[config.mk]
export PLATFORM = sky130hd
export DESIGN_NAME = game_judge
export DESIGN_NICKNAME = d
export VERILOG_FILES = /design/src/rtl/game_pkg.sv /design/src/rtl/game_judge_line_eval.sv /design/src/rtl/game_judge.sv
export SDC_FILE = /design/constraint.sdc
export NUM_CORES = 1
export LEC_CHECK = 0
export ABC_CLOCK_PERIOD_IN_PS = 4600
export CAP_MARGIN = 20
export CORE_MARGIN = 5
export CORE_UTILIZATION = 48
export CTS_CLUSTER_SIZE = 12
export DETAILED_ROUTE_END_ITERATION = 10
export PLACE_DENSITY = 0.68
export SETUP_SLACK_MARGIN = 0.15
export SYNTH_ARGS = -nofsm -noshare
export SYNTH_HDL_FRONTEND = slang
export SYNTH_HIERARCHICAL = 1
export SYNTH_SLANG_ARGS = --single-unit
export TNS_END_PERCENT = 30
[constraint.sdc]
create_clock -name pclk -period 4.6 [get_ports pclk]
set_input_delay 1.15 -clock pclk [delete_from_list [all_inputs] [get_ports pclk]]
set_output_delay 1.15 -clock pclk [all_outputs]
set_load 0.03 [all_outputs]
[src/rtl/game_pkg.sv]
// Shared definitions for the tic-tac-toe judge: colours, board size, the
// table of winning lines, FSM state encoding and a popcount helper.
// No ports; imported by game_judge and line_eval.
package game_pkg;

   localparam logic BLUE    = 1'b0;
   localparam logic YELLOW  = 1'b1;
   localparam int   BOARD_N = 9;
   localparam int   LINE_N  = 8;

   typedef enum logic [2:0] {
      ST_IDLE,
      ST_PLAY,
      ST_CHECK,
      ST_RESULT,
      ST_CLEAR
   } state_t;

   // Square indices of winning line l, packed as {a, b, c}; a is the
   // square whose colour represents the line.
   function automatic logic [11:0] line_sq(input int l);
      logic [11:0] t;
      case (l)
         0:       t = {4'd0, 4'd1, 4'd2};
         1:       t = {4'd3, 4'd4, 4'd5};
         2:       t = {4'd6, 4'd7, 4'd8};
         3:       t = {4'd0, 4'd3, 4'd6};
         4:       t = {4'd1, 4'd4, 4'd7};
         5:       t = {4'd2, 4'd5, 4'd8};
         6:       t = {4'd0, 4'd4, 4'd8};
         default: t = {4'd2, 4'd4, 4'd6};
      endcase
      return t;
   endfunction

   function automatic logic [3:0] popcount9(input logic [BOARD_N-1:0] v);
      logic [3:0] n;
      n = '0;
      for (int i = 0; i < BOARD_N; i++) begin
         n = n + 4'(v[i]);
      end
      return n;
   endfunction

endpackage

[src/rtl/game_judge_line_eval.sv]
// Combinational evaluation of all 8 winning lines of a board snapshot.
// Ports: occ/col = snapshot occupancy and colour; win_line = one bit per
// complete line; first_color = colour of lowest-index complete line; full = all occupied.
module line_eval
   import game_pkg::*;
(
   input  logic [BOARD_N-1:0] occ,
   input  logic [BOARD_N-1:0] col,
   output logic [LINE_N-1:0]  win_line,
   output logic               first_color,
   output logic               full
);

   logic [LINE_N-1:0] line_col;

   for (genvar l = 0; l < LINE_N; l++) begin : g_line
      localparam logic [11:0] SQ = line_sq(l);
      localparam logic [3:0]  A  = SQ[11:8];
      localparam logic [3:0]  B  = SQ[7:4];
      localparam logic [3:0]  C  = SQ[3:0];

      assign win_line[l] = occ[A] & occ[B] & occ[C]
                         & (col[A] == col[B]) & (col[B] == col[C]);
      assign line_col[l] = col[A];
   end

   // Scan from the top down so the lowest-index complete line is the last
   // one written; this settles the mixed-colour case deterministically.
   always_comb begin
      first_color = BLUE;
      for (int l = LINE_N-1; l >= 0; l--) begin
         if (win_line[l]) begin
            first_color = line_col[l];
         end
      end
   end

   assign full = &occ;

endmodule

[src/rtl/game_judge.sv]
// Game judge: snapshots the board on every change, evaluates lines, declares
// win/draw, holds the result, then requests a board clear via new_game.
// Ports: pclk/rst (sync, active-high); start_en; square1to9 (occupancy),
// square1to9_color; restart_req; outputs game_over, winner_valid,
// winner_color, draw, win_line, move_count, turn, new_game.
module game_judge
   import game_pkg::*;
#(
   parameter int HOLD_CYCLES = 65_000_000,
   parameter int CNT_W       = $clog2(HOLD_CYCLES + 1)
)
(
   input  logic               pclk,
   input  logic               rst,
   input  logic               start_en,
   input  logic [BOARD_N-1:0] square1to9,
   input  logic [BOARD_N-1:0] square1to9_color,
   input  logic               restart_req,
   output logic               game_over,
   output logic               winner_valid,
   output logic               winner_color,
   output logic               draw,
   output logic [LINE_N-1:0]  win_line,
   output logic [3:0]         move_count,
   output logic               turn,
   output logic               new_game
);

   localparam logic [CNT_W-1:0] HOLD_LAST = CNT_W'(HOLD_CYCLES - 1);
   localparam logic [CNT_W-1:0] CNT_ONE   = CNT_W'(1);

   state_t             state, state_nx;
   logic [BOARD_N-1:0] snap_occ, snap_occ_nx;
   logic [BOARD_N-1:0] snap_col, snap_col_nx;
   logic [CNT_W-1:0]   hold_cnt, hold_cnt_nx;
   logic [LINE_N-1:0]  win_line_nx;
   logic               winner_valid_nx;
   logic               winner_color_nx;
   logic               draw_nx;

   logic [LINE_N-1:0]  eval_line;
   logic               eval_color;
   logic               eval_full;

   line_eval u_line_eval (
      .occ         (snap_occ),
      .col         (snap_col),
      .win_line    (eval_line),
      .first_color (eval_color),
      .full        (eval_full)
   );

   always_ff @(posedge pclk) begin
      if (rst) begin
         state        <= ST_IDLE;
         snap_occ     <= '0;
         snap_col     <= '0;
         hold_cnt     <= '0;
         win_line     <= '0;
         winner_valid <= 1'b0;
         winner_color <= 1'b0;
         draw         <= 1'b0;
      end else begin
         state        <= state_nx;
         snap_occ     <= snap_occ_nx;
         snap_col     <= snap_col_nx;
         hold_cnt     <= hold_cnt_nx;
         win_line     <= win_line_nx;
         winner_valid <= winner_valid_nx;
         winner_color <= winner_color_nx;
         draw         <= draw_nx;
      end
   end

   always_comb begin
      state_nx        = state;
      snap_occ_nx     = snap_occ;
      snap_col_nx     = snap_col;
      hold_cnt_nx     = hold_cnt;
      win_line_nx     = win_line;
      winner_valid_nx = winner_valid;
      winner_color_nx = winner_color;
      draw_nx         = draw;

      if (!start_en) begin
         // Leaving the game screen wipes everything so IDLE shows all zeros.
         state_nx        = ST_IDLE;
         snap_occ_nx     = '0;
         snap_col_nx     = '0;
         hold_cnt_nx     = '0;
         win_line_nx     = '0;
         winner_valid_nx = 1'b0;
         winner_color_nx = 1'b0;
         draw_nx         = 1'b0;
      end else begin
         case (state)
            ST_IDLE: begin
               snap_occ_nx = square1to9;
               snap_col_nx = square1to9_color;
               state_nx    = ST_PLAY;
            end
            ST_PLAY: begin
               // Any number of bits changing at once is one board change.
               if ({square1to9, square1to9_color} != {snap_occ, snap_col}) begin
                  snap_occ_nx = square1to9;
                  snap_col_nx = square1to9_color;
                  state_nx    = ST_CHECK;
               end
            end
            ST_CHECK: begin
               hold_cnt_nx = '0;
               if (|eval_line) begin
                  // Win is tested first so a completing 9th move is a win.
                  win_line_nx     = eval_line;
                  winner_color_nx = eval_color;
                  winner_valid_nx = 1'b1;
                  state_nx        = ST_RESULT;
               end else if (eval_full) begin
                  draw_nx  = 1'b1;
                  state_nx = ST_RESULT;
               end else begin
                  state_nx = ST_PLAY;
               end
            end
            ST_RESULT: begin
               if (restart_req || (hold_cnt == HOLD_LAST)) begin
                  state_nx        = ST_CLEAR;
                  hold_cnt_nx     = '0;
                  win_line_nx     = '0;
                  winner_valid_nx = 1'b0;
                  winner_color_nx = 1'b0;
                  draw_nx         = 1'b0;
               end else begin
                  hold_cnt_nx = hold_cnt + CNT_ONE;
               end
            end
            ST_CLEAR: begin
               if (square1to9 == '0) begin
                  snap_occ_nx = '0;
                  snap_col_nx = '0;
                  state_nx    = ST_PLAY;
               end
            end
            default: begin
               state_nx = ST_IDLE;
            end
         endcase
      end
   end

   assign game_over  = (state == ST_RESULT) || (state == ST_CLEAR);
   assign new_game   = (state == ST_CLEAR);
   assign move_count = popcount9(snap_occ);
   assign turn       = move_count[0] ? YELLOW : BLUE;

endmodule

==> results.yml <==
hold_path:
  hold_path.startpoint: "winner_valid"
  min_path_type: "reg -> reg"
  holdPathEnd: "winner_valid"
  holdPathStages: 2
global_routing:
  grt_pass1_vias: 3188
  grtUsageTotal_pct: 20.3
  antenna_found_initial: 0
  overflow: 0
  grt_start_max_net_pins: 42
  grt_first_pass_wirelength_mm: 15.9
critical_path:
  max_stage_delay_ns: 0.51
  cp_max_fo: 6
  worst_r2r_path_depth: 7
  crit_chain: "inv_1 -> fa_1 -> fa_1 -> fa_1 -> inv_1 -> fa_2 -> inv_1 -> fa_1 -> inv_1 -> buf_6"
  worstSetupEndpointType: "output pin"
  crit_type: "reg -> out"
  worstPathArrival_ns: 3.33
  r2r_end: "winner_color"
  reg2reg_from: "snap_col[6]"
  crit_required_ns: 3.45
  critPathSlowestCell: "fa_1"
  rrSetupSlack_ns: 1.91
  startpoint_type: "flip-flop"
power_and_ir_drop:
  leakage_nw: 1.50
  ir_drop_mv: 0.182
  swShare_pct: 25.3
  p_switching_w: 0.000312
  power_density_nw_per_um2: 288
  p_seq_share_pct: 42.8
  power_frac_comb_pct: 11.5
  internal-power_w: 0.000921
  clock_power_share_pct: 45.6
synth:
  synth_ff_type: "dfxtp_1"
  synth_area_leader_cell: "dfxtp_1"
  synth-seq-cells: 58
  syn-num-nets: 476
  ys_seq_area_share_pct: 32.2
  synth-edff-count: 0
  netlist_area_um2: 3610
  synth.top_cell.area_share_pct: 32.2
  synth_cell_types: 60
  synthArstFlopShare_pct: 0
  yosys_warnings: 6
  postSynthCellCount: 446
  synthTopCellsByArea: "dfxtp_1, mux2i_1, nand3_1"
  avgSynthCellArea_um2: 8.09
clock_network:
  cts-root-buf: "clkbuf_8"
  cts_buffer_depth: 2
  cts_resized: 8
  cts_tree: "done"
  postCtsSetupBuffers: 0
  clock_sinks: 58
  clk_pin_slew_ns: 0.07
  cts-htree-levels: 3
  postCtsHoldBufs: 0
  clock_latency_ns: 0.35
  cts_made_buffers: 9
drt:
  drc: 0
  drt_iter0_drc: 239
  vias: 3436
  ant_nets: 0
  wl_met1_mm: 4.26
  wl_met3_um: 601
  wire_per_inst_um: 16.1
  drt_first_pass_iters: 5
  wl_mm: 9.34
  routed_via_density: 5.92
  met2_length_mm: 4.34
  top_layer_used: "met4"
floorplan:
  io_pins: 40
  dieArea_um2: 9350
  placementRows: 31
  core_um2: 7290
  fp.dieW_um: 96.7
  die_y_um: 96.7
  initial_core_util_pct: 49.5
job:
  cap_violations: 0
placement:
  dp_cells: 564
  pre_cts_slack_ns: 0.306
  dp_hpwl_mm: 6.79
  gp_congestion: 0.899
  port_buffers: 39
sta:
  timing.final.crit_share_pct: 97.3
  setup_ws_ns: 0.122
  report.final.slew_viol_count: 0
  rsz0062_at_grt: "yes"
  fin_crit_ns: 4.48
  worst_pin_slew_ns: 1.03
  clock-skew-final_ns: 0.0125
  hold_violations: 0
  setup-tns-final_ns: 0
  setup-violations-final: 0
  slew_headroom_pct: 31.0
  fmax_mhz: 223
finish:
  layout-drive-gt1-share_pct: 10.2
  fillers: 676
  syn2layout_area_growth_pct: 18.9
  nets: 506
  final_cells: 580
  antennaDiodeCount: 0
status:
  status: "complete, no violations"
## worst max-delay path: cells and delay by family, from the launching register on
family,cells,cell delay [ns]
flops,1,0.38
fa+ha+maj,5,2.20
buf+inv,5,0.40
## worst max-delay path by stage
| stage | from | to | cells after the start |
|---|---|---|---|
| CTS | snap_occ[1] | move_count[1] | 10 |
| global route | snap_occ[1] | move_count[1] | 10 |
| floorplan | snap_occ[0] | move_count[2] | 9 |
| global placement | snap_occ[1] | turn | 7 |
| detailed placement | snap_occ[1] | move_count[0] | 7 |
| finish | snap_occ[1] | move_count[1] | 10 |
## per-layer routing
layer | vias to the layer above | track usage, %
met5 | - | 0
met4 | 0 | 6.91
met3 | 15 | 4.46
met2 | 121 | 31.1
met1 | 1624 | 28.2
li1 | 1676 | -
## cells in the final DEF (no fill, tap or decap), types with 8 or more instances in the layout
master and n:
dfxtp_1 56, xnor2_1 18, clkbuf_8 12, nor2_1 32, a31oi_1 19, nor3_1 13, nand4_1 16, a21oi_1 17
nand2_1 46, inv_1 22, nor4_1 8, clkdlybuf4s50_1 34, mux2i_1 28, nand3_1 49
## logic make-up after synthesis
family | share of synthesized area (%)
buffers and inverters | 5.48
XOR/XNOR | 5.83
adder cells (fa/ha/maj) | 3.82
AO/OA/AOI/OAI | 12.8
AND/OR/NAND/NOR | 31.8
multiplexers | 8.08
flip-flops | 32.2
## power by group through the flow
stage                     sequential [W]  clock (W)  combinational, W
after floorplan                 0.000533          0         0.0000975
after global placement          0.000538          0          0.000142
after detailed placement        0.000538          0          0.000145
after CTS                       0.000527   0.000569          0.000143
after global routing            0.000530   0.000590          0.000156
final                           0.000528   0.000563          0.000142
## registers in the layout, indices dropped and copies added, names as in the netlist
signal	count
draw	1
winner_color	1
hold_cnt	26
win_line	8
snap_col	9
winner_valid	1
state	3
snap_occ	9
## synth_stat cells, types with 4 or more instances
master and number:
fa_1 5, or4_1 5, nor4_1 8, xor2_1 6
nand2_1 46, or3_1 7, mux2i_1 28, nor3_1 14
nand2b_1 7, buf_2 5, and3_1 5, nand3_1 49
nand3b_1 4, nor2_1 32, a31oi_1 19, clkbuf_1 15
inv_1 22, a21oi_1 18, dfxtp_1 58, xnor2_1 18
nand4_1 16
## through the flow
step                total power (W)  cell area [um^2]  hold slack, ns  utilization (%)
floorplan                  0.000630              3610           0.435                -
global placement           0.000679              4040           0.455             55.4
detailed placement         0.000683              4040           0.459             55.4
CTS                         0.00124              4290           0.471             58.8
global route                0.00128              4290           0.505             58.8
finish                      0.00123              4290           0.469             58.8
## cell type report
cell class	instances	area (um^2)	area share, %
multi-input cells	342	2260	52.7
flip-flops and latches	58	1170	27.2
repair buffers	43	415	9.69
clock buffers	12	165	3.85
well taps	99	124	2.89
inverters	22	82.6	1.93
clock inverters	4	72.6	1.69
(Power assumes the default switching activity.)
